==> src/rtl/t_pass_mon_pkg.sv <==
// Shared types for the pass monitor: FSM state encoding and fail-code values.
// Fail codes are also consumed by the C++ harness header generator.
package t_pass_mon_pkg;

  typedef enum logic [2:0] {
    ARM   = 3'd0,
    WAIT  = 3'd1,
    CHECK = 3'd2,
    PASS  = 3'd3,
    FAIL  = 3'd4
  } state_t;

  localparam logic [2:0] FC_NONE      = 3'd0;
  localparam logic [2:0] FC_EARLY     = 3'd1;
  localparam logic [2:0] FC_TIMEOUT   = 3'd2;
  localparam logic [2:0] FC_GLITCH    = 3'd3;
  localparam logic [2:0] FC_LATE_DROP = 3'd4;

  function automatic logic [31:0] sat_inc(input logic [31:0] v);
    return (v == 32'hFFFF_FFFF) ? v : v + 32'd1;
  endfunction

endpackage

==> src/rtl/t_pass_mon_sync2.sv <==
// Two-flop synchroniser for a single level crossing into the monitor clock.
module t_pass_mon_sync2 (
  input  logic clk,
  input  logic reset_l,
  input  logic d,
  output logic q
);

  logic meta;

  always_ff @(posedge clk or negedge reset_l) begin
    if (!reset_l) begin
      meta <= 1'b0;
      q    <= 1'b0;
    end else begin
      meta <= d;
      q    <= meta;
    end
  end

endmodule

==> src/rtl/t_pass_monitor.sv <==
// Verdict monitor for the test top's 'passed' flag; all decisions use the synced level.
// Build option T_PASS_MON_LATE_DROP_EN: a drop of passed after PASS turns the verdict into a late-drop fail.
//
// state | meaning
// ARM   | hold-off after reset, passed must stay low
// WAIT  | waiting for passed to rise, timeout armed
// CHECK | counting consecutive high samples
// PASS  | pass verdict reached
// FAIL  | fail verdict reached, fail_code holds the reason
module t_pass_monitor
  import t_pass_mon_pkg::*;
#(
  parameter int HOLDOFF_CYCLES = 4,
  parameter int TIMEOUT_CYCLES = 1000,
  parameter int STABLE_CYCLES  = 3
) (
  input  logic        clk,
  input  logic        reset_l,
  input  logic        passed,
  output logic        done,
  output logic        ok,
  output logic [2:0]  fail_code,
  output logic [31:0] cycles
);

  localparam int HW = (HOLDOFF_CYCLES > 1) ? $clog2(HOLDOFF_CYCLES) : 1;
  localparam int SW = $clog2(STABLE_CYCLES + 1);
  localparam logic [HW-1:0] HOLD_LAST = HW'(HOLDOFF_CYCLES - 1);
  localparam logic [SW-1:0] STABLE_N  = SW'(STABLE_CYCLES);
  localparam logic [31:0]   TIMEOUT   = 32'(TIMEOUT_CYCLES);

  logic          ps;
  state_t        state;
  logic [HW-1:0] hold_cnt;
  logic [SW-1:0] stable_cnt;
  logic          timeout_hit;

  t_pass_mon_sync2 u_sync (
    .clk     (clk),
    .reset_l (reset_l),
    .d       (passed),
    .q       (ps)
  );

  // A rise on the timeout clock wins, so the timeout only fires with ps low.
  assign timeout_hit = (state == WAIT) && !ps && (cycles == TIMEOUT);

  always_ff @(posedge clk or negedge reset_l) begin
    if (!reset_l) begin
      state      <= ARM;
      hold_cnt   <= '0;
      stable_cnt <= '0;
      done       <= 1'b0;
      ok         <= 1'b0;
      fail_code  <= FC_NONE;
      cycles     <= '0;
    end else begin
      if ((state == WAIT || state == CHECK) && !timeout_hit)
        cycles <= sat_inc(cycles);

      case (state)
        ARM: begin
          if (ps) begin
            state     <= FAIL;
            done      <= 1'b1;
            fail_code <= FC_EARLY;
          end else if (hold_cnt == HOLD_LAST) begin
            state <= WAIT;
          end else begin
            hold_cnt <= hold_cnt + HW'(1);
          end
        end
        WAIT: begin
          if (ps) begin
            state      <= CHECK;
            stable_cnt <= SW'(1);
          end else if (timeout_hit) begin
            state     <= FAIL;
            done      <= 1'b1;
            fail_code <= FC_TIMEOUT;
          end
        end
        CHECK: begin
          if (!ps) begin
            state     <= FAIL;
            done      <= 1'b1;
            fail_code <= FC_GLITCH;
          end else if (stable_cnt == STABLE_N) begin
            state <= PASS;
            done  <= 1'b1;
            ok    <= 1'b1;
          end else begin
            stable_cnt <= stable_cnt + SW'(1);
          end
        end
        PASS: begin
`ifdef T_PASS_MON_LATE_DROP_EN
          if (!ps) begin
            state     <= FAIL;
            ok        <= 1'b0;
            fail_code <= FC_LATE_DROP;
          end
`endif
        end
        FAIL: begin
        end
        default: state <= ARM;
      endcase
    end
  end

endmodule

==> config.mk <==
export PLATFORM = sky130hd
export DESIGN_NAME = t_pass_monitor
export DESIGN_NICKNAME = d
export VERILOG_FILES = /design/src/rtl/t_pass_mon_pkg.sv /design/src/rtl/t_pass_mon_sync2.sv /design/src/rtl/t_pass_monitor.sv
export SDC_FILE = /design/constraint.sdc
export NUM_CORES = 1
export LEC_CHECK = 0
export CAP_MARGIN = 40
export CORE_ASPECT_RATIO = 0.6
export CORE_MARGIN = 2
export CORE_UTILIZATION = 47
export DETAILED_ROUTE_END_ITERATION = 10
export PLACE_DENSITY_LB_ADDON = 0.05
export SLEW_MARGIN = 5
export SYNTH_ARGS = -nofsm -noshare
export SYNTH_HDL_FRONTEND = slang
export SYNTH_SLANG_ARGS = --single-unit
==> constraint.sdc <==
create_clock -name clk -period 2.25 [get_ports clk]
set_clock_uncertainty 0.1 [all_clocks]
set_input_delay 0.3375 -clock clk [delete_from_list [all_inputs] [get_ports clk]]
set_output_delay 0.3375 -clock clk [all_outputs]
set_load 0.05 [all_outputs]
-- Word level (Yosys, flattened, before mapping)
Cells that the tools add are included.
W data, S select, Z words.
- add/subtract/negate cells: 3
- equality and inequality tests: 18
- multiplexer cells: 22
- bitwise logic cells: 4
- reduce and logical (&&, ||, !) cells: 17
- operators by type and width (kind ; number):
    $add A32 B1 Y32 const B ; 1
    $eq A32 B10 Y1 const B ; 1
    $eq A32 B32 Y1 const B ; 1
    $mux W3 ; 10
    $pmux W3 S4 ; 1
    $reduce_and A5 Y1 ; 2
    $pmux W3 S3 ; 1
    $ne A2 B2 Y1 const B ; 4
    $reduce_and A4 Y1 ; 2
    $eq A3 B2 Y1 const B ; 2
    $mux W2 ; 3
    $ne A2 B1 Y1 const B ; 3
    $ne A3 B2 Y1 const B ; 2
    $reduce_and A3 Y1 ; 2
    $mux W1 ; 5
    $add A2 B1 Y2 const B ; 2
    $eq A2 B2 Y1 const B ; 2
    $not A1 Y1 ; 4
    $pmux W2 S2 ; 1
    $eq A3 B1 Y1 const B ; 1
    $eq A3 B3 Y1 const B ; 1
    $logic_and A1 B1 Y1 ; 3
    $logic_not A3 Y1 ; 1
    $ne A3 B3 Y1 const B ; 1
    other kinds (7) ; 8
- flip-flop bits (word level): 46
- output and inout bits: 37

-- Logic depth before layout (Yosys ltp)
Gate-level depths: netlist (run 1).
- depth in word-level cells: 6
- gate-level depth with buffers: 9
- depth with buffers taken out: 7

-- Cells and area by module
Synthesis (run 1) repeated with hierarchy kept, for this count alone.
- cells, all modules: 232
- area total of the unflattened synthesis: 2326.0 µm²
- modules (own cells, without submodules) (module ; instances ; cells each ; area an instance (µm²)):
    t_pass_monitor ; 1 ; 230 ; 2275.9
    t_pass_mon_sync2 ; 1 ; 2 ; 50.0

-- Worst setup path after synthesis (run 1)
OpenSTA, ideal clock, no wires.
- path type: flip-flop to flip-flop
- from: reg cycles[0]
- to: reg cycles[1]
- setup time: 0.128 ns
- arrival: 2.217 ns
- slack: -0.194 ns
- cell stages (with the launch flop): 7
- period minus slack after synthesis: 2.444 ns
- cell sequence: dfrtp_1 -> ha_1 -> nand4_1 -> nor4_4 -> a31oi_1 -> nand2_1 -> mux2_1
- cells in the longest elaborated chain, start to end: 5
- elaborated cells between the ends (all ways): 8
- ends and longest elaborated chain (element ; line ; source):
    start: declaration ; t_pass_monitor.sv:23 ; output logic [31:0] cycles
    start signal: assignment ; t_pass_monitor.sv:59 ; cycles <= sat_inc(cycles);
    branches (longest 5 deep; another with $add A32 B1 Y32) ; n/a ;
Several ways; the timed one is not identified.
A chain may end at the register's enable or synchronous reset.

-- Final worst setup path (run 1)
- from: reg cycles[0]
- to: reg fail_code[1]
- cells in the longest elaborated chain, start to end: 4
- ends and longest elaborated chain (element ; line ; source):
    $eq A32 B10 Y1 ; t_pass_monitor.sv:46 ; assign timeout_hit = (state == WAIT) && !ps && (cycles == TIMEOUT);
    $logic_and A1 B1 Y1 ; t_pass_monitor.sv:46 ;
    $ne A2 B2 Y1 (no line) ; n/a ;
    $reduce_and A5 Y1 (no line) ; n/a ;
    end signal: assignment ; t_pass_monitor.sv:55 ; fail_code <= FC_NONE;
    end signal: assignment ; t_pass_monitor.sv:66 ; fail_code <= FC_EARLY;
    end signal: assignment ; t_pass_monitor.sv:80 ; fail_code <= FC_TIMEOUT;
    end: declaration ; t_pass_monitor.sv:22 ; output logic [2:0] fail_code,
Every way passes these cells.

==> results of run 1 <==
worst max-delay path, stage by stage, from the launching register on:
cell and delay (ps):
dfrtp_2 440, inv_1 70, ha_1 150, nor4b_2 190, nand2_1 70, or4_4 500
buf_6 170, a211o_1 310, nand2_1 70
cell families after synthesis:
family / Yosys count / share of synthesized area (%)
AND/OR/NAND/NOR: 103 / 27.3
flip-flops: 45 / 48.2
XOR/XNOR: 32 / 12.0
AO/OA/AOI/OAI: 20 / 5.89
buffers and inverters: 14 / 3.27
adder cells (fa/ha/maj): 4 / 2.14
multiplexers: 2 / 0.965
other: 1 / 0.161
cells in the final DEF, fill, tap and decap left out, drive strengths merged, types with 3 or more instances in the layout:
cell type,instances
clkdlybuf4s50,37
inv,4
nor2,16
and3,11
a21oi,6
ha,4
nand2,19
nor4,6
and4,3
nor3,3
nand4b,5
xnor2,24
xor2,8
buf,35
o21ai,4
dfrtp,45
nand4,15
nand3,15
clkbuf,7
per-layer routing:
layer,up-vias,share of wire (%),global-route usage [%]
met1,921,54,34.6
met3,2,5.4,4.48
li1,933,-,-
met4,0,0.28,4.35
met2,54,41,28.7
met5,-,0,0
worst max path at each step:
stage	to	slack, ps	depth (start not counted)
final	fail_code[1]	120	8
after floorplan	cycles[1]	7	5
after global routing	cycles[15]	-6	5
after CTS	fail_code[1]	30	8
after global placement	state[2]	50	8
after detailed placement	fail_code[1]	-10	8
cell type report:
type	count	area, µm²
sequential	45	1130
timing repair buffer	73	644
fill	381	1580
tap	63	78.8
multi-input combinational	162	1150
clock buffer	7	76.3
clock inverter	1	5.00
inverter	4	15.0
flip-flops by register name, summed over array words and instances (netlist names):
| signal | flops |
|---|---|
| done | 1 |
| u_sync.q | 1 |
| u_sync.meta | 1 |
| cycles | 32 |
| stable_cnt | 2 |
| hold_cnt | 2 |
| fail_code | 2 |
| ok | 1 |
| state | 3 |
where the power goes:
part           leakage [nW]  internal, mW  switching [mW]
logic                 0.734        0.0294          0.0492
registers             0.601         0.825          0.0112
clock network        0.0422         0.218           0.260
total                  1.38          1.07           0.321
metrics by stage:
stage / TNS [ps] / instances / setup slack [ps]
after floorplan: 0 / 221 / 6.66
after global placement: 0 / 344 / 54.3
after detailed placement: -11.4 / 344 / -11.0
after CTS: 0 / 353 / 30.6
after global routing: -6.00 / 355 / -6.00
final: 0 / 355 / 120
timing repair:
action / in CTS / in global routing
pin swaps: 0 / 0
buffers inserted: 0 / 2
gates cloned: 0 / 0
hold buffers: 1 / 0
endpoints found under the setup margin: 2 / 2
gates resized for setup: 1 / 2
hold endpoints to repair: 17 / 0
==> results by group, run 1 <==
Placement
  • HPWL Detailed: 4.04 mm
  • Routability congestion estimate: 0.823
  • Placed inst area: 2980 µm²
  • Port Buffers: 38

Layout
  • Nets: 298
  • Final instance area: 3100 µm²
  • Area delta synth->final: 32.9%
  • Ant. Diodes: 0
  • Layout cells sized above 1: 22.3%
  • Final core occ: 66.2%

STA
  • Worst hold slack: 262 ps
  • Final worst-path cycle share: 94.7%
  • Endpoints failing setup: 0
  • Least-Margin Pin Slew: 480 ps
  • Min cycle time layout: 2130 ps
  • Max frequency: 469 MHz
  • Pins Over Slew Limit: 0
  • RSZ-0062 raised after global routing: yes
  • Slew headroom: 67.2%
  • Endpoints failing hold: 0

Routing
  • Post-route ant nets: 0
  • Initial DRC Count: 72
  • Via count: 1,910
  • Vias/cell: 5.38
  • Number of remaining DRC errors: 0
  • DR WL/cell: 14.9 µm
  • Final WL: 5.29 mm
  • 1st-pass router iterations: 4

Logic synthesis
  • Post-synth EDFFs: 0
  • Fraction of registers with async set or reset after synthesis: 100%
  • Mapped Cells: 221
  • Mapped Area: 2330 µm²
  • Prevailing post-synth register cell: dfrtp_1
  • Yosys reg bits: 45
  • Mean Syn Cell Area: 10.6 µm²
  • Netlist cell types: 44
  • Count leader, synth: dfrtp_1
  • Mapped Nets: 228
  • Synth area leader: dfrtp_1
  • Synth top area share: 48.2%
  • Synth top cells by count: 45 x dfrtp_1, 24 x xnor2_1, 19 x nand2_1
  • Sequential area share after synthesis: 48.2%
  • Area contributors post-synth: dfrtp_1 48%, xnor2_1 9.0%, nand4_1 3.5%, nand2_1 3.1%, nand3_2 3.0%
  • Synth warn: 0

Worst hold path
  • Hold crit path type: flip-flop to flip-flop
  • Hold_sp: u_sync.meta
  • Worst Hold Depth: 0
  • Hold Path End: u_sync.q

CTS
  • Clock tree root buffer cell: clkbuf_8
  • Skew-Pair Late Insertion Delay: 290 ps
  • Largest buffer count on any clock path: 2
  • Total CTS buffers: 5
  • Max H-tree Level: 2
  • CTS tree: done
  • Clk slew on worst S/H paths: 80 ps
  • Clock sink count: 45

Worst setup path
  • Crit start category: flip-flop
  • Worst R2R Setup Slack: 120 ps
  • Critical Path RT: 2380 ps
  • CP Launch Point: cycles[0]
  • Critical path capture point type: flip-flop
  • Critical path fanouts, max: 13
  • Worst setup path category: flip-flop to flip-flop
  • R2R Path End: fail_code[1]
  • Arrival @ worst endpoint: 2260 ps
  • Worst r2r src: cycles[0]
  • R2R cell count: 8

Global route
  • Initial antenna violation count: 0
  • All-layer global routing usage: 21.2%
  • Largest net degree at the start of global routing: 23
  • First-pass GRT wire length: 8.96 mm
  • Vias in the first global route: 1,771
  • Global route overflow: 0

Die
  • Core area: 4680 µm²
  • I/O pin count: 40
  • Site Rows: 19
  • Horiz. Die Dim: 95.0 µm
  • Chip Height: 58.6 µm
  • Die Area: 5570 µm²
  • Initial Util: 49.9%

Power
  • PnR Total Power: 1.39 mW
  • Max rail drop VDD: 0.000289 V
  • PD cells: 449 nW/µm²
  • Static Leak: 1.38 nW

Run
  • Max Cap Violations: 0

Status
  • Outcome: finished clean
No activity file was read; power rests on OpenSTA's default activity.
==> run 2, diff against run 1 <==
--- a/config.mk
+++ b/config.mk
@@ -5,10 +5,11 @@
 export SDC_FILE = /design/constraint.sdc
 export NUM_CORES = 1
 export LEC_CHECK = 0
+export ABC_AREA = 0
 export CAP_MARGIN = 40
 export CORE_ASPECT_RATIO = 0.6
 export CORE_MARGIN = 2
-export CORE_UTILIZATION = 47
+export CORE_UTILIZATION = 48
 export DETAILED_ROUTE_END_ITERATION = 10
 export PLACE_DENSITY_LB_ADDON = 0.05
 export SLEW_MARGIN = 5
==> constraint.sdc (replaced) <==
create_clock -name clk -period 2.3 [get_ports clk]
set_clock_uncertainty 0.1 [all_clocks]
set_input_delay 0.345 -clock clk [delete_from_list [all_inputs] [get_ports clk]]
set_output_delay 0.345 -clock clk [all_outputs]
set_load 0.05 [all_outputs]
==> run 2 against run 1 <==
  * The flow now finishes with violations (hold timing)
  * Clock-buffer cell count is the same
  * Flip-flop and latch count is the same
  * Critical path depth is the same
  * Non-clock buffer count shrank 4
  * Final cell count shrank 1.1%
  * Via count shrank 0.21%
  * Die area shrank 2.0%
  * Fmax shrank 2.1%
  * Critical endpoint is now state[2]
  * Largest cell class unchanged
  * Highest routed layer unchanged
==> results by group, run 2 (synthesis results as in run 1) <==
Status
  • Outcome: finished with violations
  • Failing checks: hold timing

CTS
  • Clk slew on worst S/H paths: 80 ps (about the same)
  • Clock tree root buffer cell: clkbuf_8
  • Largest buffer count on any clock path: 2 (unchanged)
  • Total CTS buffers: 5 (unchanged)
  • Setup bufs post-CTS: 0 (unchanged)
  • Skew-Pair Late Insertion Delay: 300 ps (about the same)
  • CTS tree: done
  • Clock sink count: 45 (unchanged)
  • Max H-tree Level: 2 (unchanged)

Die
  • I/O pin count: 40 (unchanged)
  • Site Rows: 19 (unchanged)
  • Initial Util: 50.4% (+0.51 points)
  • Core area: 4640 µm² (-1.0%)
  • Die Area: 5460 µm² (-2.0%)
  • Horiz. Die Dim: 94.0 µm (-1.0%)
  • Chip Height: 58.0 µm (-0.98%)

Worst setup path
  • R2R Path End: state[2]
  • Worst r2r src: cycles[0]
  • Arrival @ worst endpoint: 2310 ps (+50 ps)
  • Worst setup path category: flip-flop to flip-flop
  • R2R cell count: 8 (unchanged)
  • Critical path fanouts, max: 11 (-2)
  • Worst R2R Setup Slack: 120 ps (about the same)
  • Critical Path RT: 2440 ps (+60 ps)
  • Critical path capture point type: flip-flop
  • Crit start category: flip-flop

Layout
  • Nets: 294 (-1.3%)
  • Area delta synth->final: 31.9%
  • Layout cells sized above 1: 20.5% (-1.8 points)
  • Ant. Diodes: 0 (unchanged)
  • Filler cells: 400 (+5.0%)
  • Final core occ: 66.5% (+0.22 points)
  • Most frequent cells in the layout: 43 x dfrtp_1, 37 x clkdlybuf4s50_1, 30 x buf_4
  • Fin cells: 351 (-1.1%)
  • Largest regs: cycles (32), state (3)
  • Commonest non-fill, non-tap cell in the layout: dfrtp_1
  • Area of the multi-input gates: 1140 µm² (-0.33%)
  • Max reg flops: 32 (unchanged)
  • Sequential Area: 1130 µm² (-0.44%)
  • Largest Register: cycles

Routing
  • Number of remaining DRC errors: 0 (unchanged)
  • Vias/cell: 5.43 (+0.93%)
  • Final WL: 5.25 mm (-0.70%)
  • Via count: 1,906 (-0.21%)
  • Initial DRC Count: 105 (+46%)
  • Met3 routed WL: 349 µm (+22%)
  • Post-route ant nets: 0 (unchanged)
  • Met2 wire length: 2.16 mm (+0.33%)
  • Met1 Wirelength: 2.68 mm (-5.4%)
  • DR WL/cell: 15.0 µm (+0.43%)
  • Max layer used: met4
  • 1st-pass router iterations: 4 (unchanged)

Placement
  • Dpl cells: 343 (-0.29%)
  • Routability congestion estimate: 0.836 (+1.6%)
  • Port Buffers: 38 (unchanged)
  • HPWL Detailed: 3.96 mm (-1.9%)

STA
  • Max frequency: 460 MHz (-2.1%)
  • Min cycle time layout: 2180 ps (+45.2 ps)
  • Pins Over Slew Limit: 0 (unchanged)
  • Endpoints failing setup: 0 (unchanged)
  • Endpoints failing hold: 3 (+3)
  • RSZ-0062 raised after global routing: no
  • Worst hold slack: -5.51 ps (-267 ps)
  • Slew headroom: 52.1% (-15 points)
  • Final worst-path cycle share: 94.6% (about the same)
  • Least-Margin Pin Slew: 718 ps (+238 ps)
  • Post-Route Setup TNS: 0 ps (unchanged)

Global route
  • Initial antenna violation count: 0 (unchanged)
  • Largest net degree at the start of global routing: 33 (+43%)
  • Global route overflow: 0 (unchanged)
  • First-pass GRT wire length: 8.71 mm (-2.8%)
  • Vias in the first global route: 1,758 (-0.73%)
  • All-layer global routing usage: 21.2% (about the same)

Run
  • Max Cap Violations: 0 (unchanged)

Power
  • Static Leak: 1.37 nW (-0.29%)
  • Max rail drop VDD: 0.000418 V (+45%)
  • PD cells: 461 nW/µm² (+2.5%)

Worst hold path
  • Hold crit path type: input pin to async pin
==> run 2: power breakdown <==
part | switching [mW] | internal (mW)
logic | 0.0474 | 0.0256
clock network | 0.257 | 0.271
registers | 0.0102 | 0.807
==> run 2: worst max-delay path by stage <==
| stage | startpoint | to | slack (ps) |
|---|---|---|---|
| after floorplan | cycles[3] | cycles[1] | 5 |
| after global placement | cycles[0] | fail_code[1] | 140 |
| after detailed placement | cycles[0] | fail_code[1] | 80 |
| after CTS | cycles[0] | state[2] | 40 |
| after global routing | cycles[0] | state[2] | 20 |
| final | cycles[0] | state[2] | 120 |
==> run 2: final cells by class <==
cell class | instances | area share [%]
Tap cell | 63 | 2.56
Timing Repair Buffer | 69 | 19.9
Clock buffer | 7 | 3.13
Clock inverter | 1 | 0.162
Sequential cell | 45 | 36.6
Inverter | 4 | 0.487
Multi-Input combinational cell | 162 | 37.2
==> run 2: routing by layer <==
metal	track usage (%)	vias up
met5	0	-
met4	6.21	0
met3	4.81	7
met2	29.2	56
met1	33.4	915
li1	-	928
==> run 2: repair_timing <==
item,CTS,global route
setup endpoints to repair,0,4
hold buffers,0,0
gates resized for setup,0,2
==> run 2: metrics by stage <==
stage	instance area, µm²	setup WS [ps]	power (mW)
finish	3080	125	1.42
global route	3080	16.5	1.50
CTS	3070	37.2	1.44
detailed placement	2970	79.0	0.908
global placement	2970	142	0.906
floorplan	2340	4.92	0.873
==> run 2: worst max-delay path, stage by stage, from the launching register on <==
cell,delay (ps)
dfrtp_2,450
inv_1,70
ha_1,130
nor4b_2,200
nand2_1,70
or4_1,530
buf_6,180
a211o_1,310
nand2_1,60
==> run 3, diff against run 2 <==
--- a/config.mk
+++ b/config.mk
@@ -7,11 +7,14 @@
 export LEC_CHECK = 0
 export ABC_AREA = 0
 export CAP_MARGIN = 40
+export CELL_PAD_IN_SITES_DETAIL_PLACEMENT = 2
+export CELL_PAD_IN_SITES_GLOBAL_PLACEMENT = 2
 export CORE_ASPECT_RATIO = 0.6
 export CORE_MARGIN = 2
-export CORE_UTILIZATION = 48
+export CORE_UTILIZATION = 34
 export DETAILED_ROUTE_END_ITERATION = 10
 export PLACE_DENSITY_LB_ADDON = 0.05
+export SKIP_LAST_GASP = 1
 export SLEW_MARGIN = 5
 export SYNTH_ARGS = -nofsm -noshare
 export SYNTH_HDL_FRONTEND = slang
==> run 3 against run 2 <==
  * The flow now finishes without violations
  * Critical path depth is 1 lower
  * Global-route usage is 0.18 points higher
  * Die area is 39% higher
==> results by group, run 3 (synthesis results as in run 1) <==
Routing
  • Number of remaining DRC errors: 0 (unchanged)
  • Post-route ant nets: 0 (unchanged)
  • Vias/cell: 5.34 (-1.7%)
  • Via count: 2,066 (+8.4%)
  • 1st-pass router iterations: 4 (unchanged)
  • Final WL: 7.72 mm (+47%)
  • Initial DRC Count: 42 (-60%)
  • DR WL/cell: 19.9 µm (+33%)

Layout
  • Commonest non-fill, non-tap cell in the layout: dfrtp_1
  • Ant. Diodes: 0 (unchanged)
  • Max reg flops: 32 (unchanged)
  • Most frequent cells in the layout: 43 x dfrtp_1, 40 x buf_4, 37 x clkdlybuf4s50_1
  • Filler cells: 683 (+71%)
  • Layout cells sized above 1: 24.0% (+3.5 points)
  • Nets: 307 (+4.4%)
  • Largest regs: cycles (32), state (3)
  • Area delta synth->final: 42.4%
  • Final core occ: 50.0% (-16 points)
  • Largest Register: cycles
  • Final instance area: 3320 µm² (+7.9%)

STA
  • Slew headroom: 52.7% (+0.53 points)
  • Worst hold slack: 258 ps (+264 ps)
  • Post-Route Setup TNS: 0 ps (unchanged)
  • Least-Margin Pin Slew: 692 ps (-25.8 ps)
  • Endpoints failing hold: 0 (-3)
  • Final worst-path cycle share: 96.5% (+1.9 points)
  • RSZ-0062 raised after global routing: no
  • Max frequency: 450 MHz (-2.0%)
  • Min cycle time layout: 2220 ps (+44.6 ps)
  • Worst setup margin: 80.1 ps (-44.6 ps)
  • Endpoints failing setup: 0 (unchanged)
  • Pins Over Slew Limit: 0 (unchanged)

Placement
  • Routability congestion estimate: 0.762 (-8.8%)
  • Placed inst area: 3100 µm² (+4.4%)
  • HPWL Detailed: 5.58 mm (+41%)
  • Port Buffers: 38 (unchanged)
  • Worst slack, placed: -4.92 ps (-83.9 ps)

Worst setup path
  • Arrival @ worst endpoint: 2340 ps (+30 ps)
  • Worst setup path category: flip-flop to flip-flop
  • Critical path capture point type: flip-flop
  • Critical Path RT: 2420 ps (-20 ps)
  • Worst R2R Setup Slack: 80 ps (-40 ps)
  • R2R cell count: 7 (-1)
  • R2R Path End: state[2]
  • CP Launch Point: cycles[21]
  • Crit start category: flip-flop
  • Worst r2r src: cycles[21]
  • Critical path fanouts, max: 11 (unchanged)
  • Crit path capture: state[2]

CTS
  • Clock sink count: 45 (unchanged)
  • CTS tree: done
  • Clk slew on worst S/H paths: 60 ps (-20 ps)
  • Largest buffer count on any clock path: 2 (unchanged)
  • Clock tree root buffer cell: clkbuf_16
  • Total CTS buffers: 5 (unchanged)
  • Max H-tree Level: 2 (unchanged)
  • Skew-Pair Late Insertion Delay: 280 ps (-20 ps)

Die
  • Chip Height: 68.2 µm (+18%)
  • Die Area: 7570 µm² (+39%)
  • Horiz. Die Dim: 111 µm (+18%)
  • Core area: 6650 µm² (+43%)
  • Initial Util: 35.1% (-15 points)
  • I/O pin count: 40 (unchanged)
  • Site Rows: 23 (+4)

Worst hold path
  • Hold crit path type: flip-flop to flip-flop
  • Worst Hold Depth: 0

Global route
  • Largest net degree at the start of global routing: 35 (+6.1%)
  • Global route overflow: 0 (unchanged)
  • Vias in the first global route: 2,183 (+24%)
  • Initial antenna violation count: 0 (unchanged)
  • First-pass GRT wire length: 12.3 mm (+41%)
  • All-layer global routing usage: 21.4% (+0.18 points)

Power
  • Max rail drop VDD: 0.000255 V (-39%)
  • Static Leak: 1.49 nW (+8.4%)
  • PD cells: 490 nW/µm² (+6.4%)

Run
  • Max Cap Violations: 0 (unchanged)

Status
  • Outcome: finished clean
-- run 3: changes by cell type in the layout (fill, tap and decap cells not counted), moves of 2 or more --
cell | previous run | this run
buf_4 | 30 | 40
clkbuf_16 | 0 | 6
clkbuf_8 | 7 | 1
buf_12 | 0 | 2
nor4_1 | 5 | 3
-- run 3: worst max-delay path, cell delays in order (launching register included) --
cell,delay [ps]
dfrtp_1,410
nor4_4,290
buf_4,160
nand4_1,100
or4_4,550
buf_12,180
a211o_1,310
nand2_1,60
-- run 3: final cells by class --
cell class / instances / area (µm²) / area share, %
multi-input cells: 162 / 1180 / 35.5
inverters: 4 / 15.0 / 0.452
flip-flops and latches: 45 / 1130 / 33.9
well taps: 87 / 109 / 3.27
repair buffers: 82 / 751 / 22.6
clock buffers: 7 / 143 / 4.29
-- run 3: how the worst min path moves through the flow --
stage / to / start
final: u_sync.q / u_sync.meta
after global placement: u_sync.q / u_sync.meta
after CTS: u_sync.q / u_sync.meta
after global routing: u_sync.q / u_sync.meta
after floorplan: cycles[0] / reset_l
after detailed placement: cycles[19] / reset_l
-- run 3: timing repair --
item / 4_1_cts / 5_1_grt
endpoints found under the setup margin: 4 / 9
setup buffers: 0 / 1
cloned: 0 / 1
hold buffers: 1 / 0
pin swaps: 1 / 3
endpoints found under the hold margin: 34 / 0
gates resized for setup: 1 / 5
-- run 3: power breakdown --
part           internal, mW  switching (mW)
sequential            0.809          0.0108
combinational        0.0343          0.0525
clock                 0.427           0.296
-- run 3: metrics by stage --
step / cells / power [mW]
final: 387 / 1.63
after global routing: 387 / 1.69
after CTS: 385 / 1.65
after detailed placement: 377 / 0.922
after global placement: 376 / 0.912
after floorplan: 221 / 0.873
-- run 3: routing by layer --
metal,global-route usage (%),wire length [µm],vias to the layer above
met1,32.0,4060,1069
met4,4.22,65,0
met2,32.7,3380,40
li1,-,-,950
met3,3.63,210,7
met5,0,0,-
